`config.mk`:
```
export PLATFORM = sky130hd
export DESIGN_NAME = pll_lock_rst_ctrl
export DESIGN_NICKNAME = d
export VERILOG_FILES = /design/src/rtl/pll_lock_rst_ctrl.sv
export SDC_FILE = /design/constraint.sdc
export NUM_CORES = 1
export LEC_CHECK = 0
export ABC_AREA = 1
export ABC_CLOCK_PERIOD_IN_PS = 2180
export CORE_ASPECT_RATIO = 0.5
export CORE_MARGIN = 5
export CORE_UTILIZATION = 60
export CTS_CLUSTER_DIAMETER = 150
export DETAILED_ROUTE_END_ITERATION = 10
export PLACE_DENSITY = 0.8
export SKIP_LAST_GASP = 1
export SLEW_MARGIN = 5
export SYNTH_ARGS = -nofsm -noshare
export SYNTH_HDL_FRONTEND = slang
export SYNTH_SLANG_ARGS = --single-unit
```
`constraint.sdc`:
```
create_clock -name CLK -period 2.18 [get_ports CLK]
set_input_delay 0.327 -clock CLK [delete_from_list [all_inputs] [get_ports CLK]]
set_output_delay 0.327 -clock CLK [all_outputs]
set_load 0.02 [all_outputs]
```
`src/rtl/pll_lock_rst_ctrl.sv`:
```
// pll_lock_rst_ctrl: PLL power-down / lock supervisor and fabric reset generator.
// Runs on the free-running PLL reference clock. It power-cycles the PLL, waits
// for a synchronised LOCK, qualifies it as stable and then releases an active-low
// reset for the PLL output clock domain. Lock timeouts trigger bounded retries,
// and lock losses while running are counted.
// Build option: define PLL_RST_AUTO_PWRDN_EN to make a lock loss in RUN perform a
// full PLL power cycle. When it is undefined, the controller only re-waits for lock.
module pll_lock_rst_ctrl #(
  parameter int SYNC_STAGES         = 2,
  parameter int PD_HOLD_CYCLES      = 64,
  parameter int LOCK_TIMEOUT_CYCLES = 100000,
  parameter int LOCK_STABLE_CYCLES  = 1024,
  parameter int MAX_RETRIES         = 7,
  parameter int CNT_W               = 20
) (
  input  logic       CLK,
  input  logic       RST_N,
  input  logic       PLL_LOCK,
  input  logic       RESTART,
  output logic       PLL_POWERDOWN_N,
  output logic       FABRIC_RST_N,
  output logic       READY,
  output logic       FAIL,
  output logic [7:0] LOSS_CNT,
  output logic [2:0] STATE
);

  typedef enum logic [2:0] {
    S_PWRDN     = 3'd0,
    S_WAIT_LOCK = 3'd1,
    S_QUALIFY   = 3'd2,
    S_RUN       = 3'd3,
    S_FAIL      = 3'd4
  } state_t;

  // The retry counter must be able to reach MAX_RETRIES+1 without wrapping.
  localparam int RTY_W = (MAX_RETRIES < 1) ? 1 : $clog2(MAX_RETRIES + 2);

  localparam logic [CNT_W-1:0] PD_LAST = CNT_W'(PD_HOLD_CYCLES - 1);
  localparam logic [CNT_W-1:0] TO_LAST = CNT_W'(LOCK_TIMEOUT_CYCLES - 1);
  localparam logic [CNT_W-1:0] STABLE  = CNT_W'(LOCK_STABLE_CYCLES);

  logic [SYNC_STAGES-1:0] sync_q;
  logic                   lock_s;

  state_t           state_q, state_d;
  logic [CNT_W-1:0] cnt_q, cnt_d;      // shared hold / timeout cycle counter
  logic [CNT_W-1:0] stab_q, stab_d;    // consecutive synced-lock-high samples
  logic [RTY_W-1:0] retry_q, retry_d;
  logic [7:0]       loss_q, loss_d;

  logic pd_n_q, frst_n_q, ready_q, fail_q;

  logic             timeout;
  logic [RTY_W-1:0] retry_inc;
  logic             retry_exhausted;

  // Bring the asynchronous LOCK into the CLK domain through SYNC_STAGES flops.
  always_ff @(posedge CLK or negedge RST_N) begin
    if (!RST_N) begin
      sync_q <= '0;
    end else begin
      sync_q <= {sync_q[SYNC_STAGES-2:0], PLL_LOCK};
    end
  end

  assign lock_s = sync_q[SYNC_STAGES-1];

  // The timeout fires on the cycle that would take the counter to LOCK_TIMEOUT_CYCLES.
  assign timeout         = (cnt_q >= TO_LAST);
  assign retry_inc       = (retry_q == {RTY_W{1'b1}}) ? retry_q : retry_q + 1'b1;
  assign retry_exhausted = (MAX_RETRIES != 0) && (int'(retry_inc) > MAX_RETRIES);

  // Next-state and counter logic. RESTART overrides every other transition.
  always_comb begin
    state_d = state_q;
    cnt_d   = cnt_q;
    stab_d  = stab_q;
    retry_d = retry_q;
    loss_d  = loss_q;

    if (RESTART) begin
      state_d = S_PWRDN;
      cnt_d   = '0;
      stab_d  = '0;
      retry_d = '0;
    end else begin
      unique case (state_q)
        S_PWRDN: begin
          if (cnt_q >= PD_LAST) begin
            state_d = S_WAIT_LOCK;
            cnt_d   = '0;
          end else begin
            cnt_d = cnt_q + 1'b1;
          end
        end

        S_WAIT_LOCK: begin
          if (lock_s) begin
            state_d = S_QUALIFY;
            stab_d  = CNT_W'(1);
            cnt_d   = cnt_q + 1'b1;
          end else if (timeout) begin
            state_d = retry_exhausted ? S_FAIL : S_PWRDN;
            retry_d = retry_inc;
            cnt_d   = '0;
            stab_d  = '0;
          end else begin
            cnt_d = cnt_q + 1'b1;
          end
        end

        S_QUALIFY: begin
          // Completed qualification wins over a timeout on the same edge.
          if (stab_q >= STABLE) begin
            state_d = S_RUN;
            cnt_d   = '0;
            stab_d  = '0;
            retry_d = '0;
          end else if (timeout) begin
            state_d = retry_exhausted ? S_FAIL : S_PWRDN;
            retry_d = retry_inc;
            cnt_d   = '0;
            stab_d  = '0;
          end else if (!lock_s) begin
            // The timeout window keeps running across a drop back to WAIT_LOCK.
            state_d = S_WAIT_LOCK;
            stab_d  = '0;
            cnt_d   = cnt_q + 1'b1;
          end else begin
            stab_d = stab_q + 1'b1;
            cnt_d  = cnt_q + 1'b1;
          end
        end

        S_RUN: begin
          if (!lock_s) begin
            loss_d = (loss_q == 8'hFF) ? loss_q : loss_q + 8'd1;
            cnt_d  = '0;
            stab_d = '0;
`ifdef PLL_RST_AUTO_PWRDN_EN
            state_d = S_PWRDN;
            retry_d = '0;
`else
            state_d = S_WAIT_LOCK;
`endif
          end
        end

        S_FAIL: begin
          state_d = S_FAIL;
        end

        default: begin
          state_d = S_PWRDN;
          cnt_d   = '0;
          stab_d  = '0;
        end
      endcase
    end
  end

  // State, counters and outputs; outputs are decoded from the next state so they
  // change on the same edge as the state and never see the inputs combinationally.
  always_ff @(posedge CLK or negedge RST_N) begin
    if (!RST_N) begin
      state_q  <= S_PWRDN;
      cnt_q    <= '0;
      stab_q   <= '0;
      retry_q  <= '0;
      loss_q   <= '0;
      pd_n_q   <= 1'b0;
      frst_n_q <= 1'b0;
      ready_q  <= 1'b0;
      fail_q   <= 1'b0;
    end else begin
      state_q  <= state_d;
      cnt_q    <= cnt_d;
      stab_q   <= stab_d;
      retry_q  <= retry_d;
      loss_q   <= loss_d;
      pd_n_q   <= (state_d == S_WAIT_LOCK) || (state_d == S_QUALIFY) || (state_d == S_RUN);
      frst_n_q <= (state_d == S_RUN);
      ready_q  <= (state_d == S_RUN);
      fail_q   <= (state_d == S_FAIL);
    end
  end

  assign PLL_POWERDOWN_N = pd_n_q;
  assign FABRIC_RST_N    = frst_n_q;
  assign READY           = ready_q;
  assign FAIL            = fail_q;
  assign LOSS_CNT        = loss_q;
  assign STATE           = state_q;

endmodule

```
==> flow_metrics.tcl <==
set metrics [dict create \
    r2r_end "cnt_q[5]" \
    dr.pass1.iters 5 \
    cts_tree "built" \
    grt_pass1_wl_um 14020 \
    finalCriticalPeriod_ns 1.900 \
    path_max_fanout 19 \
    fin_total_pwr_mw 2.740 \
    post-route-util 0.7053 \
    clock_sinks 60 \
    post_cts_buffers 0 \
    path_clk_slew_ns 0.05 \
    htree_num_levels 3 \
    fin_skew_ns 0.006108 \
    p_leak_nw 2.145 \
    die_w_um 119.7 \
    synth_area_um2 3611 \
    syn_nets 517 \
    wl_per_cell_um 12.86 \
    synth_area_leaders "dfrtp_1 42%, nand2_1 16%, nand3_1 6.9%" \
    root_buffer "clkbuf_16" \
    power.density_nw_per_um2 652.2 \
    worstMarginPinSlew_ns 0.5297 \
    grt_antenna_before_repair 0 \
    design_area_um2 4200 \
    crit_path_end_kind "register" \
    post-dp-hpwl_um 5509 \
    status "finished clean" \
    avgSynthCellArea_um2 7.108 \
    finalHoldViolations 0 \
    setup_tns_ns 0 \
    clk_path_buf_depth 2 \
    timing.slew.headroom 0.6469 \
    worstSkewPairLatency_ns 0.33 \
    grt.overflow.total 0 \
    ant_nets 0 \
    num-fill-cells 474 \
    finalCritPeriodShare 0.8713 \
    gp_congestion 0.9243 \
    setup_viol 0 \
    gr-usage-all-layers 0.2285 \
    worstSetupPathType "reg2reg" \
    reg2reg_from "cnt_q[1]" \
    placed_area_um2 3864 \
    slew_violations 0 \
    synth-warning-count 0 \
    die-height_um 64.86 \
    r2r_cells 10 \
    ys_seq_area_frac 0.4158 \
    start_util 0.6063 \
    dieArea_um2 7764 \
    numCtsBuffers 9 \
    synth.largest_area_cell "dfrtp_1" \
    rows 20 \
    whs_ns 0.3494 \
    hp-class "reg2reg" \
    via_count 3205 \
    ir_drop_mv 0.5613 \
    nets 541 \
    num_antenna_cells 0 \
    ys_ff_latch 60 \
    crit_required_ns 2.40 \
    grt_pass1_vias 3023 \
    drv_cap 0 \
    grt_setup_unrepaired "false" \
    yosysTopAreaCellShare 0.4158 \
    holdCritStartpoint "sync_q[0]" \
    coreArea_um2 5956 \
    port_buffers 18 \
    grt_start_max_net_pins 41 \
    clock.fmax_mhz 526.5 \
    reg2reg_slack_ns 0.28 \
    drive_gt1_frac 0.08752 \
    route.detailed.drc 0 \
    syn_inst 508 \
    drtIter0Drc 317 \
    start_kind "register" \
    hold_depth 0 \
    worstHoldEndpoint "sync_q[1]" \
    wl_um 7899 \
    critical_path_arrival_ns 2.11 \
    top_level_ports 19 \
    vias_per_cell 5.220 \
    syn2layout_area_growth_pct 16.32 \
    synth_cell_types 32 \
]
-- Yosys cell counts --
| cell | instances |
|---|---|
| a21oi_1 | 10 |
| a21oi_2 | 1 |
| and3_1 | 1 |
| buf_1 | 1 |
| buf_2 | 4 |
| buf_4 | 1 |
| buf_6 | 3 |
| clkbuf_1 | 3 |
| clkinv_2 | 1 |
| dfrtp_1 | 60 |
| ha_1 | 5 |
| inv_1 | 64 |
| inv_2 | 3 |
| nand2_1 | 157 |
| nand2_2 | 6 |
| nand3_1 | 50 |
| nand3_2 | 1 |
| nand3_4 | 1 |
| nand4_1 | 12 |
| nand4_2 | 1 |
| nor2_1 | 62 |
| nor2_2 | 6 |
| nor2_4 | 2 |
| nor3_1 | 16 |
| o211ai_1 | 1 |
| o21ai_0 | 6 |
| o21ai_1 | 3 |
| o21ai_2 | 1 |
| o21bai_1 | 2 |
| or2_2 | 1 |
| xnor2_1 | 8 |
| xor2_1 | 15 |
-- repair_timing --
| item | 4_1_cts | 5_1_grt |
|---|---|---|
| gates resized for setup | 0 | 0 |
| hold endpoints to repair | 20 | 0 |
| hold buffers | 1 | 0 |
| endpoints found under the setup margin | 0 | 0 |
-- report_power, final --
group          leakage [nW]  switching (mW)  internal, mW  total [mW]
logic                  1.17          0.0585        0.0220      0.0805
registers             0.826          0.0101          1.12        1.13
clock network         0.152           0.524          1.00        1.53
-- layout make-up --
class	instances	area [um^2]	share of cell area
multi-input combinational	368	1777	0.4230
clock inverter	7	101.3	0.02413
timing repair buffer	25	242.7	0.05779
sequential	60	1501	0.3575
clock buffer	9	225.2	0.05362
tap	77	96.34	0.02294
inverter	68	256.5	0.06107
-- per-stage QoR --
stage	setup slack (ns)	std cells
floorplan	0.5815	508
global placement	0.2809	597
detailed placement	0.2356	597
CTS	0.2914	614
global route	0.05173	614
finish	0.2805	614
-- state kept, by name (all words and copies together) (netlist names) --
signal and count:
FAIL 1, cnt_q 20, LOSS_CNT 8, READY 1
stab_q 20, sync_q 2, retry_q 4, PLL_POWERDOWN_N 1
STATE 3
-- layout by cell type, fill, tap and decap left out --
| cell type | count |
|---|---|
| nand2_1 | 157 |
| inv_1 | 64 |
| nor2_1 | 62 |
| dfrtp_1 | 60 |
| nand3_1 | 50 |
| clkdlybuf4s50_1 | 17 |
| nor3_1 | 16 |
| xor2_1 | 15 |
| nand4_1 | 12 |
| a21oi_1 | 10 |
| clkbuf_16 | 9 |
| xnor2_1 | 8 |
| nor2_2 | 6 |
| nand2_2 | 6 |
| o21ai_0 | 6 |
| ha_1 | 5 |
| buf_4 | 5 |
| inv_2 | 3 |
| o21ai_1 | 3 |
| clkinv_4 | 3 |
| nor2_4 | 2 |
| o21bai_1 | 2 |
| clkinvlp_4 | 2 |
| bufinv_16 | 2 |
| nand3_2 | 1 |
| nand3_4 | 1 |
| or2_2 | 1 |
| nand4_2 | 1 |
| o21ai_2 | 1 |
| o211ai_1 | 1 |
| and3_1 | 1 |
| clkinv_2 | 1 |
| a21oi_2 | 1 |
| dlygate4sd3_1 | 1 |
| buf_2 | 1 |
| buf_12 | 1 |
-- worst max-delay path, stage by stage, from the launching register on --
cell     delay (ns)
dfrtp_1        0.38
ha_1           0.24
nand2_2        0.10
nor2_2         0.13
nand2_1        0.07
nand3_2        0.09
nand2_2        0.15
o21ai_1        0.14
nand2_2        0.25
nand3_1        0.15
nand2_1        0.07
-- cells by family after synthesis --
| group | count (synthesis) | share of synthesized area |
|---|---|---|
| buffers and inverters | 80 | 0.09217 |
| adder cells (fa/ha/maj) | 5 | 0.01733 |
| flip-flops | 60 | 0.4158 |
| XOR/XNOR | 23 | 0.05579 |
| AND/OR/NAND/NOR | 316 | 0.3815 |
| AO/OA/AOI/OAI | 24 | 0.03742 |
-- metal layers --
metal | up-vias | routed length (um) | global-route usage
li1 | 1640 | - | -
met1 | 1452 | 3762 | 0.2993
met2 | 97 | 3616 | 0.3588
met3 | 16 | 377 | 0.06888
met4 | 0 | 142 | 0.08987
met5 | - | 0 | 0
-- worst max path at each step --
stage	start	to	slack, ns	cells after the start
after floorplan	cnt_q[1]	stab_q[9]	0.58	12
after global placement	RESTART	stab_q[16]	0.28	7
after detailed placement	RESTART	LOSS_CNT[4]	0.24	6
after CTS	cnt_q[1]	cnt_q[17]	0.29	10
after global routing	cnt_q[1]	cnt_q[9]	0.05	10
final	cnt_q[1]	cnt_q[5]	0.28	10
Power figures use the tool's default switching activity.
